**config.mk**
```make
export PLATFORM = sky130hd
export DESIGN_NAME = spi_mcp4822_dac
export DESIGN_NICKNAME = d
export VERILOG_FILES = /design/src/rtl/spi_mcp4822_dac.sv
export SDC_FILE = /design/constraint.sdc
export NUM_CORES = 1
export LEC_CHECK = 0
export ABC_AREA = 0
export CORE_MARGIN = 10
export CORE_UTILIZATION = 51
export DETAILED_ROUTE_END_ITERATION = 16
export PLACE_DENSITY_LB_ADDON = 0.1
export SYNTH_ARGS = -nofsm -noshare
export SYNTH_HDL_FRONTEND = slang
export SYNTH_SLANG_ARGS = --single-unit
```
**constraint.sdc**
```tcl
create_clock -name clk -period 5.25 [get_ports clk]
set_input_delay 0.525 -clock clk [delete_from_list [all_inputs] [get_ports clk]]
set_output_delay 0.525 -clock clk [all_outputs]
set_load 0.02 [all_outputs]
```
**src/rtl/spi_mcp4822_dac.sv**
```systemverilog
// spi_mcp4822_dac
//
// SPI master that writes one 12-bit sample per frame to an MCP4822 dual DAC
// and then pulses LDAC so that the analog output updates. It is fed by the
// MCP3202 ADC stage and runs on that stage's 125 MHz system clock.
//
// Ports
//   clk           system clock
//   rst           synchronous, active-high reset
//   i_DATA        12-bit sample, sampled only while i_DATA_VALID = 1
//   i_DATA_VALID  one-cycle strobe qualifying i_DATA
//   MOSI          serial data to the DAC SDI pin, MSB first
//   SCK           SPI clock, mode 0,0, idles low
//   CS            DAC chip select, active low
//   LDAC          DAC latch strobe, active low
//   BUSY          high from the cycle after a frame start through DONE
//   DONE          one-cycle pulse when a frame, including LDAC, completes
//   OVERRUN       one-cycle pulse when a pending sample is overwritten
//   state_dbg     current FSM state, for debug and checker binding
//
// Input handshake: there is no ready signal. A strobe on i_DATA_VALID is
// always accepted on the edge that samples it. In IDLE (outside the DONE
// cycle) it starts a frame at once. At any other time, including the DONE
// cycle, it goes into a single pending slot. A newer strobe overwrites an
// occupied slot and raises OVERRUN on the following cycle.

module spi_mcp4822_dac #(
    parameter int CHANNEL    = 0,
    parameter int GAIN_1X    = 1,
    parameter int SCK_HALF   = 70,
    parameter int LDAC_WIDTH = 8
) (
    input  logic        clk,
    input  logic        rst,
    input  logic [11:0] i_DATA,
    input  logic        i_DATA_VALID,
    output logic        MOSI,
    output logic        SCK,
    output logic        CS,
    output logic        LDAC,
    output logic        BUSY,
    output logic        DONE,
    output logic        OVERRUN,
    output logic [2:0]  state_dbg
);

    localparam int CNT_MAX = (SCK_HALF > LDAC_WIDTH) ? SCK_HALF : LDAC_WIDTH;
    localparam int CW      = $clog2(CNT_MAX + 1);

    localparam logic [CW-1:0] HALF_LAST = CW'(SCK_HALF - 1);
    localparam logic [CW-1:0] LDAC_LAST = CW'(LDAC_WIDTH - 1);
    localparam logic          CH_BIT    = (CHANNEL != 0);
    localparam logic          GA_BIT    = (GAIN_1X != 0);

    typedef enum logic [2:0] {
        S_IDLE,
        S_CS_SETUP,
        S_SHIFT,
        S_CS_HOLD,
        S_GAP,
        S_LDAC_PULSE
    } state_t;

    state_t        state;
    logic [CW-1:0] cnt;        // cycles elapsed in the current phase
    logic [4:0]    bit_cnt;    // bit being shifted, 0..15
    logic [14:0]   shreg;      // bits still to send after the one on MOSI
    logic          pend;
    logic [11:0]   pend_data;

    // Command word: channel, don't-care, gain, SHDN = active, sample.
    function automatic logic [15:0] cmd_word(input logic [11:0] d);
        return {CH_BIT, 1'b0, GA_BIT, 1'b1, d};
    endfunction

    assign state_dbg = state;

    always_ff @(posedge clk) begin
        if (rst) begin
            state     <= S_IDLE;
            cnt       <= '0;
            bit_cnt   <= '0;
            shreg     <= '0;
            pend      <= 1'b0;
            pend_data <= '0;
            MOSI      <= 1'b0;
            SCK       <= 1'b0;
            CS        <= 1'b1;
            LDAC      <= 1'b1;
            BUSY      <= 1'b0;
            DONE      <= 1'b0;
            OVERRUN   <= 1'b0;
        end else begin
            DONE    <= 1'b0;
            OVERRUN <= 1'b0;

            // Any strobe outside IDLE is a busy-time sample for the pending slot.
            if (state != S_IDLE && i_DATA_VALID) begin
                pend_data <= i_DATA;
                pend      <= 1'b1;
                OVERRUN   <= pend;
            end

            case (state)
                S_IDLE: begin
                    cnt     <= '0;
                    bit_cnt <= '0;
                    if (i_DATA_VALID && !DONE) begin
                        // A fresh sample wins; any pending sample is dropped.
                        {MOSI, shreg} <= cmd_word(i_DATA);
                        CS            <= 1'b0;
                        BUSY          <= 1'b1;
                        state         <= S_CS_SETUP;
                        OVERRUN       <= pend;
                        pend          <= 1'b0;
                    end else if (pend) begin
                        {MOSI, shreg} <= cmd_word(pend_data);
                        CS            <= 1'b0;
                        BUSY          <= 1'b1;
                        state         <= S_CS_SETUP;
                        // A strobe in the DONE cycle refills the slot just emptied.
                        pend          <= i_DATA_VALID;
                        if (i_DATA_VALID) begin
                            pend_data <= i_DATA;
                        end
                    end else begin
                        BUSY <= 1'b0;
                        // Strobe in the DONE cycle: buffer it, start next cycle.
                        if (i_DATA_VALID) begin
                            pend      <= 1'b1;
                            pend_data <= i_DATA;
                        end
                    end
                end

                S_CS_SETUP: begin
                    if (cnt == HALF_LAST) begin
                        cnt   <= '0;
                        state <= S_SHIFT;
                    end else begin
                        cnt <= cnt + 1'b1;
                    end
                end

                S_SHIFT: begin
                    if (cnt == HALF_LAST) begin
                        cnt <= '0;
                        if (!SCK) begin
                            SCK <= 1'b1;
                        end else begin
                            SCK <= 1'b0;
                            if (bit_cnt == 5'd15) begin
                                state <= S_CS_HOLD;
                            end else begin
                                // MOSI advances on the same edge SCK falls.
                                bit_cnt <= bit_cnt + 5'd1;
                                MOSI    <= shreg[14];
                                shreg   <= {shreg[13:0], 1'b0};
                            end
                        end
                    end else begin
                        cnt <= cnt + 1'b1;
                    end
                end

                S_CS_HOLD: begin
                    if (cnt == HALF_LAST) begin
                        cnt   <= '0;
                        CS    <= 1'b1;
                        MOSI  <= 1'b0;
                        state <= S_GAP;
                    end else begin
                        cnt <= cnt + 1'b1;
                    end
                end

                S_GAP: begin
                    // Keeps CS high long enough before LDAC falls.
                    if (cnt == HALF_LAST) begin
                        cnt   <= '0;
                        LDAC  <= 1'b0;
                        state <= S_LDAC_PULSE;
                    end else begin
                        cnt <= cnt + 1'b1;
                    end
                end

                S_LDAC_PULSE: begin
                    if (cnt == LDAC_LAST) begin
                        cnt   <= '0;
                        LDAC  <= 1'b1;
                        DONE  <= 1'b1;
                        state <= S_IDLE;
                    end else begin
                        cnt <= cnt + 1'b1;
                    end
                end

                default: begin
                    state <= S_IDLE;
                end
            endcase
        end
    end

endmodule

```
==> metrics.md, run 1 <==
| Metric | Value |
|---|---|
| Hold Crit Depth | `2` |
| Relative slew slack | `49.37%` |
| Max stage delay on crit path | `~0.47 ns` |
| Cell-internal power | `535.8 uW` |
| Reg2Reg Setup Slack | `2.70 ns` |
| Comb power frac | `14.6%` |
| Primary FF master, synth | `dfxtp_1` |
| Die X | `approximately 90 um` |
| Per-cell routed wire length | `15.10 um` |
| Place WS | `2.574 ns` |
| Largest net degree at the start of global routing | `49` |
| Max Cap Viol | `0` |
| Synth Area per Inst | `8.479 um2` |
| Total wire length | `5813 um` |
| Worst path slowest cell | `or2_4` |
| Setup repair bufs after CTS | `0` |
| DR vias | `2253` |
| Synthesized flop and latch total | `50` |
| Unrepaired setup endpoints after global routing | `false` |
| Die footprint | `0.008319 mm2` |
| P_sw | `just over 200 uW` |
| Max Fanout on Critical Path | `15` |
| Gate count of the mapped netlist | `just over 300` |
| Clock share of power | `29.3%` |
| Wire length on met3 | `197 um` |
| Max Used Layer | `met4` |
| Final setup violating endpoints | `0` |
| CTS Hold Bufs | `0` |
| Most used cell, CP | `ha_1` |
| Data required, critical path | `approximately 5.5 ns` |
| 1st-pass router iterations | `4` |
| Worst endpoint data arrival time | `2.75 ns` |
| Drt drc | `0` |
| Cell taking the most area after synthesis | `dfxtp_1` |
| Reg2reg end | `shreg[1]` |
| Vias in the first global route | `2211` |
| Unique masters post-synth | `49` |
| Worst IR drop on VDD | `0.1538 mV` |
| Site Rows | `25` |
| Via/cell ratio | `5.852` |
| WL met1 | `2717 um` |
| Pwr per Cell Area | `253.0 mW/mm2` |
| Post-CTS sizing | `0` |
| ANT nets after route | `0` |
| Post-Synth Adder-Cell Area | `approximately 2.4%` |
| DP Wirelength | `4018 um` |
| Synth Area in Compound Gates | `27.96%` |
| Port Buffers | `24` |
| Skew-Pair Late Insertion Delay | `0.30 ns` |
| Bufs on Longest Clock Path | `2` |
| Hold crit path type | `flop to flop` |
| P&R area growth vs syn | `12.72%` |
| Static Leak | `between 1 and 1.5 nW` |
| Post-synthesis simple-gate area fraction | `between 20 and 25%` |
| Fin. max-slew vios | `0` |
| Final Hold Viols | `0` |
| # H-tree levels | `2` |
| Die Y | `91.21 um` |
| Worst hold slack | `roughly 0.45 ns` |
| FFs w/ async S/R, synth | `0%` |
| Post-synth EDFFs | `0` |
| Gr ovfl total | `0` |
| Commonest non-fill, non-tap cell in the layout | `dfxtp_1` |
| Fmax | `a little under 400 MHz` |
| Setup crit start kind | `flop` |
| Reg-to-reg startpoint | `bit_cnt[0]` |
| Core area | `0.004817 mm2` |
| Synth warn | `0` |
| Worst-path clk slew | `0.09 ns` |
| Most frequent cells in the layout | `dfxtp_1 (50), nand2_1 (39), clkdlybuf4s50_1 (23)` |
| Global-route wire length before repair | `10340 um` |
| Share of power burned in registers | `between 50 and 60%` |
| Slew @ Worst Pin | `0.7525 ns` |
| TritonCTS buffer count | `5` |
| Layout cells sized above 1 | `8.491%` |
| Largest family of logic cells by synthesized area | `compound AO/OA/AOI/OAI gates` |
| Fin Clk Skew | `between 0.01 and 0.015 ns` |
| Initial antenna violation count | `0` |
| CTS tree | `built` |
| Net Sw Frac | `a little over a quarter` |
| Worst R2R Path Depth | `7` |
| WL met2 | `2863 um` |
| Setup TNS | `0 ns` |
| Initial drt markers | `111` |
| Post-Syn Area | `between 0.002 and 0.003 mm2` |
| Setup WS post-layout | `roughly 2.7 ns` |
| Sequential area share after synthesis | `a little under 40%` |
| Type of the worst setup path | `flop to flop` |
| Antenna diode count | `0` |
| Share of the synthesized area in the top cell type | `38.70%` |
| Mux contribution to synthesized area | `1.161%` |
| CP Cell Sequence | `ha_1, and3_1, ha_1, nor2b_1, a31oi_2, or2_4, o41ai_1` |
| Net count of the mapped netlist | `about 330` |
| Final period utilization | `48.58%` |
| Num ports | `25` |
| Clock Sinks | `50` |
| GRT Util Overall | `14.42%` |
| Status | `completed` |
| NumNets Final | `about 340` |
| Critical Path Sink Type | `flop` |
| XOR/XNOR Fraction of Synth Area | `less than 1%` |
| Initial core utilization | `a little over half` |
| Clock root buffer | `clkbuf_8` |
| Final critical-path required period | `2.551 ns` |
| Placer Congestion | `0.7968` |
| Area contributors post-synth | `dfxtp_1 (39%), nand2_1 (5.7%), o41ai_2 (5.7%)` |
## critical path, delay by kind of cell (launching register included)
| kind | cells | cell delay, ns |
|---|---|---|
| AO/OA/AOI/OAI | 2 | 0.72 |
| AND/OR/NAND/NOR | 3 | 0.97 |
| flip-flops | 1 | 0.34 |
| adder cells (fa/ha/maj) | 2 | 0.43 |
## layer usage
layer  vias to the layer above  GRT usage (%)
li1                       1154              -
met1                      1055          17.31
met2                        42          24.82
met3                         2          3.951
met4                         0          3.525
met5                         -              0
## worst max path at each step
stage	startpoint	end	slack, ns	cells past startpoint
CTS	bit_cnt[0]	shreg[1]	2.69	7
detailed placement	i_DATA_VALID	shreg[1]	2.57	5
global route	bit_cnt[0]	shreg[1]	2.51	7
finish	bit_cnt[0]	shreg[1]	2.70	7
floorplan	bit_cnt[0]	shreg[10]	3.13	8
global placement	i_DATA_VALID	shreg[1]	2.70	5
## cells by family after synthesis
family,after synthesis
XOR/XNOR,2
flip-flops,50
buffers and inverters,30
multiplexers,3
adder cells (fa/ha/maj),5
AND/OR/NAND/NOR,122
AO/OA/AOI/OAI,93
## through the flow
step           cell area, um2  cells  power, mW  util (%)
3_3_place_gp             2839    378     0.5293     58.94
2_1_floorplan            2586    305     0.4943         -
3_5_place_dp             2839    378     0.5314     58.94
5_1_grt                  2915    385     0.7753     60.52
6_report                 2915    385     0.7375     60.52
4_1_cts                  2915    385     0.7439     60.52
## power by group through the flow
stage	Sequential [mW]	Combinational, mW	Clock (mW)
5_1_grt	0.417	0.120	0.239
2_1_floorplan	0.421	0.0735	0
3_5_place_dp	0.423	0.109	0
6_report	0.414	0.107	0.216
3_3_place_gp	0.423	0.107	0
4_1_cts	0.414	0.109	0.221
## synth_stat cells, types with 5 or more instances
| cell | number |
|---|---|
| dfxtp_1 | 50 |
| o41ai_2 | 9 |
| a21oi_1 | 21 |
| clkbuf_1 | 17 |
| a211oi_1 | 13 |
| nor3_1 | 5 |
| nand2_1 | 39 |
| o211ai_1 | 12 |
| and2_1 | 13 |
| ha_1 | 5 |
| nor2_1 | 22 |
| inv_1 | 8 |
| o21ai_0 | 11 |
| nand3_1 | 11 |
## layout make-up
| cell class | count | area (um2) |
|---|---|---|
| clock buffer | 7 | 76.32 |
| fill | 465 | 1902 |
| inverter | 8 | 30.03 |
| multi-input combinational | 225 | 1459 |
| sequential | 50 | 1001 |
| tap | 67 | 83.83 |
| timing repair buffer | 28 | 265.3 |
Note: power is estimated with default switching activity, not from simulation.
==> run 2, diff against run 1 <==
Clock period 5.25 ns to 2.45 ns, I/O delays scaled along.
==> run 2 against run 1 <==
Net effect:
- clock-buffer cell count did not move
- via count rose by 0.67%
- final cell count rose by 2.3%
- clock skew fell by 0.0072 ns
- setup slack got worse by 2.5 ns
- critical endpoint is now shreg[2]
==> metrics.md, run 2 (synthesis gave the netlist of run 1 again) <==
| Metric | Value |
|---|---|
| Die X | `91.21 um (unchanged)` |
| Final setup violating endpoints | `0 (unchanged)` |
| Hold crit path type | `flop to flop` |
| Hold Crit Depth | `2 (unchanged)` |
| Relative slew slack | `58.95% (+9.6 points)` |
| Final period utilization | `90.67% (+42 points)` |
| Per-cell routed wire length | `15.23 um (+0.84%)` |
| Crit path launch | `bit_cnt[0]` |
| Core area | `0.004817 mm2 (unchanged)` |
| Gr ovfl total | `0 (unchanged)` |
| Initial drt markers | `138 (+24%)` |
| Worst-path clk slew | `0.09 ns (about the same)` |
| Max stage delay on crit path | `0.36 ns (-0.11 ns)` |
| Placer Congestion | `0.8043 (+0.94%)` |
| Layout cells sized above 1 | `11.01% (+2.5 points)` |
| Type of the worst setup path | `flop to flop` |
| Commonest non-fill, non-tap cell in the layout | `dfxtp_1` |
| Worst IR drop on VDD | `0.3001 mV (+95%)` |
| 1st-pass router iterations | `4 (unchanged)` |
| Reg-to-reg startpoint | `bit_cnt[0]` |
| TritonCTS buffer count | `5 (unchanged)` |
| Drt drc | `0 (unchanged)` |
| Worst path slowest cell | `or2_4` |
| Fillers | `456 (-1.9%)` |
| Clock root buffer | `clkbuf_8` |
| GRT Util Overall | `14.77% (+0.35 points)` |
| Antenna diode count | `0 (unchanged)` |
| Final critical-path required period | `2.222 ns (-0.3291 ns)` |
| Pwr per Cell Area | `530.6 mW/mm2 (+110%)` |
| Via/cell ratio | `5.756 (-1.6%)` |
| CTS Hold Bufs | `0 (unchanged)` |
| Worst R2R Path Depth | `7 (unchanged)` |
| Kind of cell adding the most delay to the critical path | `simple AND/OR/NAND/NOR gates` |
| Total wire length | `5999 um (+3.2%)` |
| Die footprint | `0.008319 mm2 (unchanged)` |
| NumNets Final | `347 (+2.7%)` |
| DR vias | `2268 (+0.67%)` |
| Fin. max-slew vios | `0 (unchanged)` |
| Site Rows | `25 (unchanged)` |
| Clock Sinks | `50 (unchanged)` |
| Max Cap Viol | `0 (unchanged)` |
| Initial core utilization | `53.69% (unchanged)` |
| ANT nets after route | `0 (unchanged)` |
| Max Fanout on Critical Path | `13 (-2)` |
| Final cell count without fillers | `394 (+2.3%)` |
| Placed Cells | `387 (+2.4%)` |
| Critical Path Sink Type | `flop` |
| Largest net degree at the start of global routing | `48 (-2.0%)` |
| Reg2Reg Setup Slack | `0.23 ns (-2.47 ns)` |
| Status | `completed` |
| Post-CTS sizing | `0 (unchanged)` |
| Most used cell, CP | `ha_1` |
| P&R area growth vs syn | `15.34%` |
| Skew-Pair Late Insertion Delay | `0.30 ns (about the same)` |
| Bufs on Longest Clock Path | `2 (unchanged)` |
| Unrepaired setup endpoints after global routing | `false` |
| Reg2reg end | `shreg[2]` |
| Global-route wire length before repair | `10570 um (+2.3%)` |
| Slew @ Worst Pin | `0.6151 ns (-0.1374 ns)` |
| Worst path buffer plus inverter count | `0 (unchanged)` |
| Die Y | `91.21 um (unchanged)` |
| Data required, critical path | `2.65 ns (-2.80 ns)` |
| Static Leak | `1.083 nW (+4.4%)` |
| CTS tree | `built` |
| Final Hold Viols | `0 (unchanged)` |
| Fmax | `450.1 MHz (+15%)` |
| Setup crit start kind | `flop` |
| CP Cell Sequence | `ha_1, and3_1, ha_1, nor2b_1, a31oi_2, or2_4, o41ai_1` |
| DP Wirelength | `4203 um (+4.6%)` |
| # H-tree levels | `2 (unchanged)` |
| Most frequent cells in the layout | `dfxtp_1 (50), nand2_1 (39), clkdlybuf4s50_1 (23)` |
| Fin Clk Skew | `0.004904 ns (-0.007237 ns)` |
| Vias in the first global route | `2205 (-0.27%)` |
| Setup repair bufs after CTS | `0 (unchanged)` |
| Num ports | `25 (unchanged)` |
| Port Buffers | `24 (unchanged)` |
| Worst endpoint data arrival time | `2.42 ns (-0.33 ns)` |
| Initial antenna violation count | `0 (unchanged)` |
| Setup TNS | `0 ns (unchanged)` |
==> run 2: worst max-delay path by stage <==
| stage | to | slack, ns | cells after the start |
|---|---|---|---|
| finish | shreg[2] | 0.23 | 7 |
| global route | bit_cnt[2] | 0.03 | 7 |
| CTS | shreg[3] | 0.23 | 7 |
| detailed placement | shreg[2] | 0.27 | 7 |
| global placement | shreg[1] | 0.34 | 7 |
| floorplan | shreg[10] | 0.33 | 8 |
==> run 2: cell type report <==
type	instances	area, um2	area share (%)
repair buffers	37	332.8	11.16
inverters	8	30.03	1.007
clock buffers	7	76.32	2.559
multi-input cells	225	1459	48.91
well taps	67	83.83	2.810
flip-flops and latches	50	1001	33.56
==> run 2: tightest hold or removal path: stages, from the launching register on <==
cell and delay, ns:
dfxtp_1 0.31, nand2_1 0.05, a21oi_1 0.05
==> run 2: report_power, final <==
group	switching, mW	internal [mW]	total (mW)
registers	0.0304	0.853	0.884
logic	0.139	0.104	0.244
clock network	0.258	0.197	0.455
total	0.428	1.16	1.58
==> run 2: metrics by stage <==
stage | power [mW] | hold slack, ns | utilization [%] | worst slack, ns | area [um2]
global route | 1.672 | 0.4653 | 61.92 | 0.03031 | 2983
detailed placement | 1.148 | 0.4428 | 60.34 | 0.2664 | 2907
global placement | 1.146 | 0.4380 | 60.34 | 0.3353 | 2907
floorplan | 1.059 | 0.3713 | - | 0.3339 | 2586
finish | 1.583 | 0.4518 | 61.92 | 0.2285 | 2983
CTS | 1.603 | 0.4549 | 61.92 | 0.2334 | 2983
==> run 2: routing by layer <==
metal  vias up  track usage, %  wire, um
met5         -               0         0
met4         0           3.525        38
met2        45           25.24      3017
met3         5           3.539       235
li1       1166               -         -
met1      1052           18.23      2708
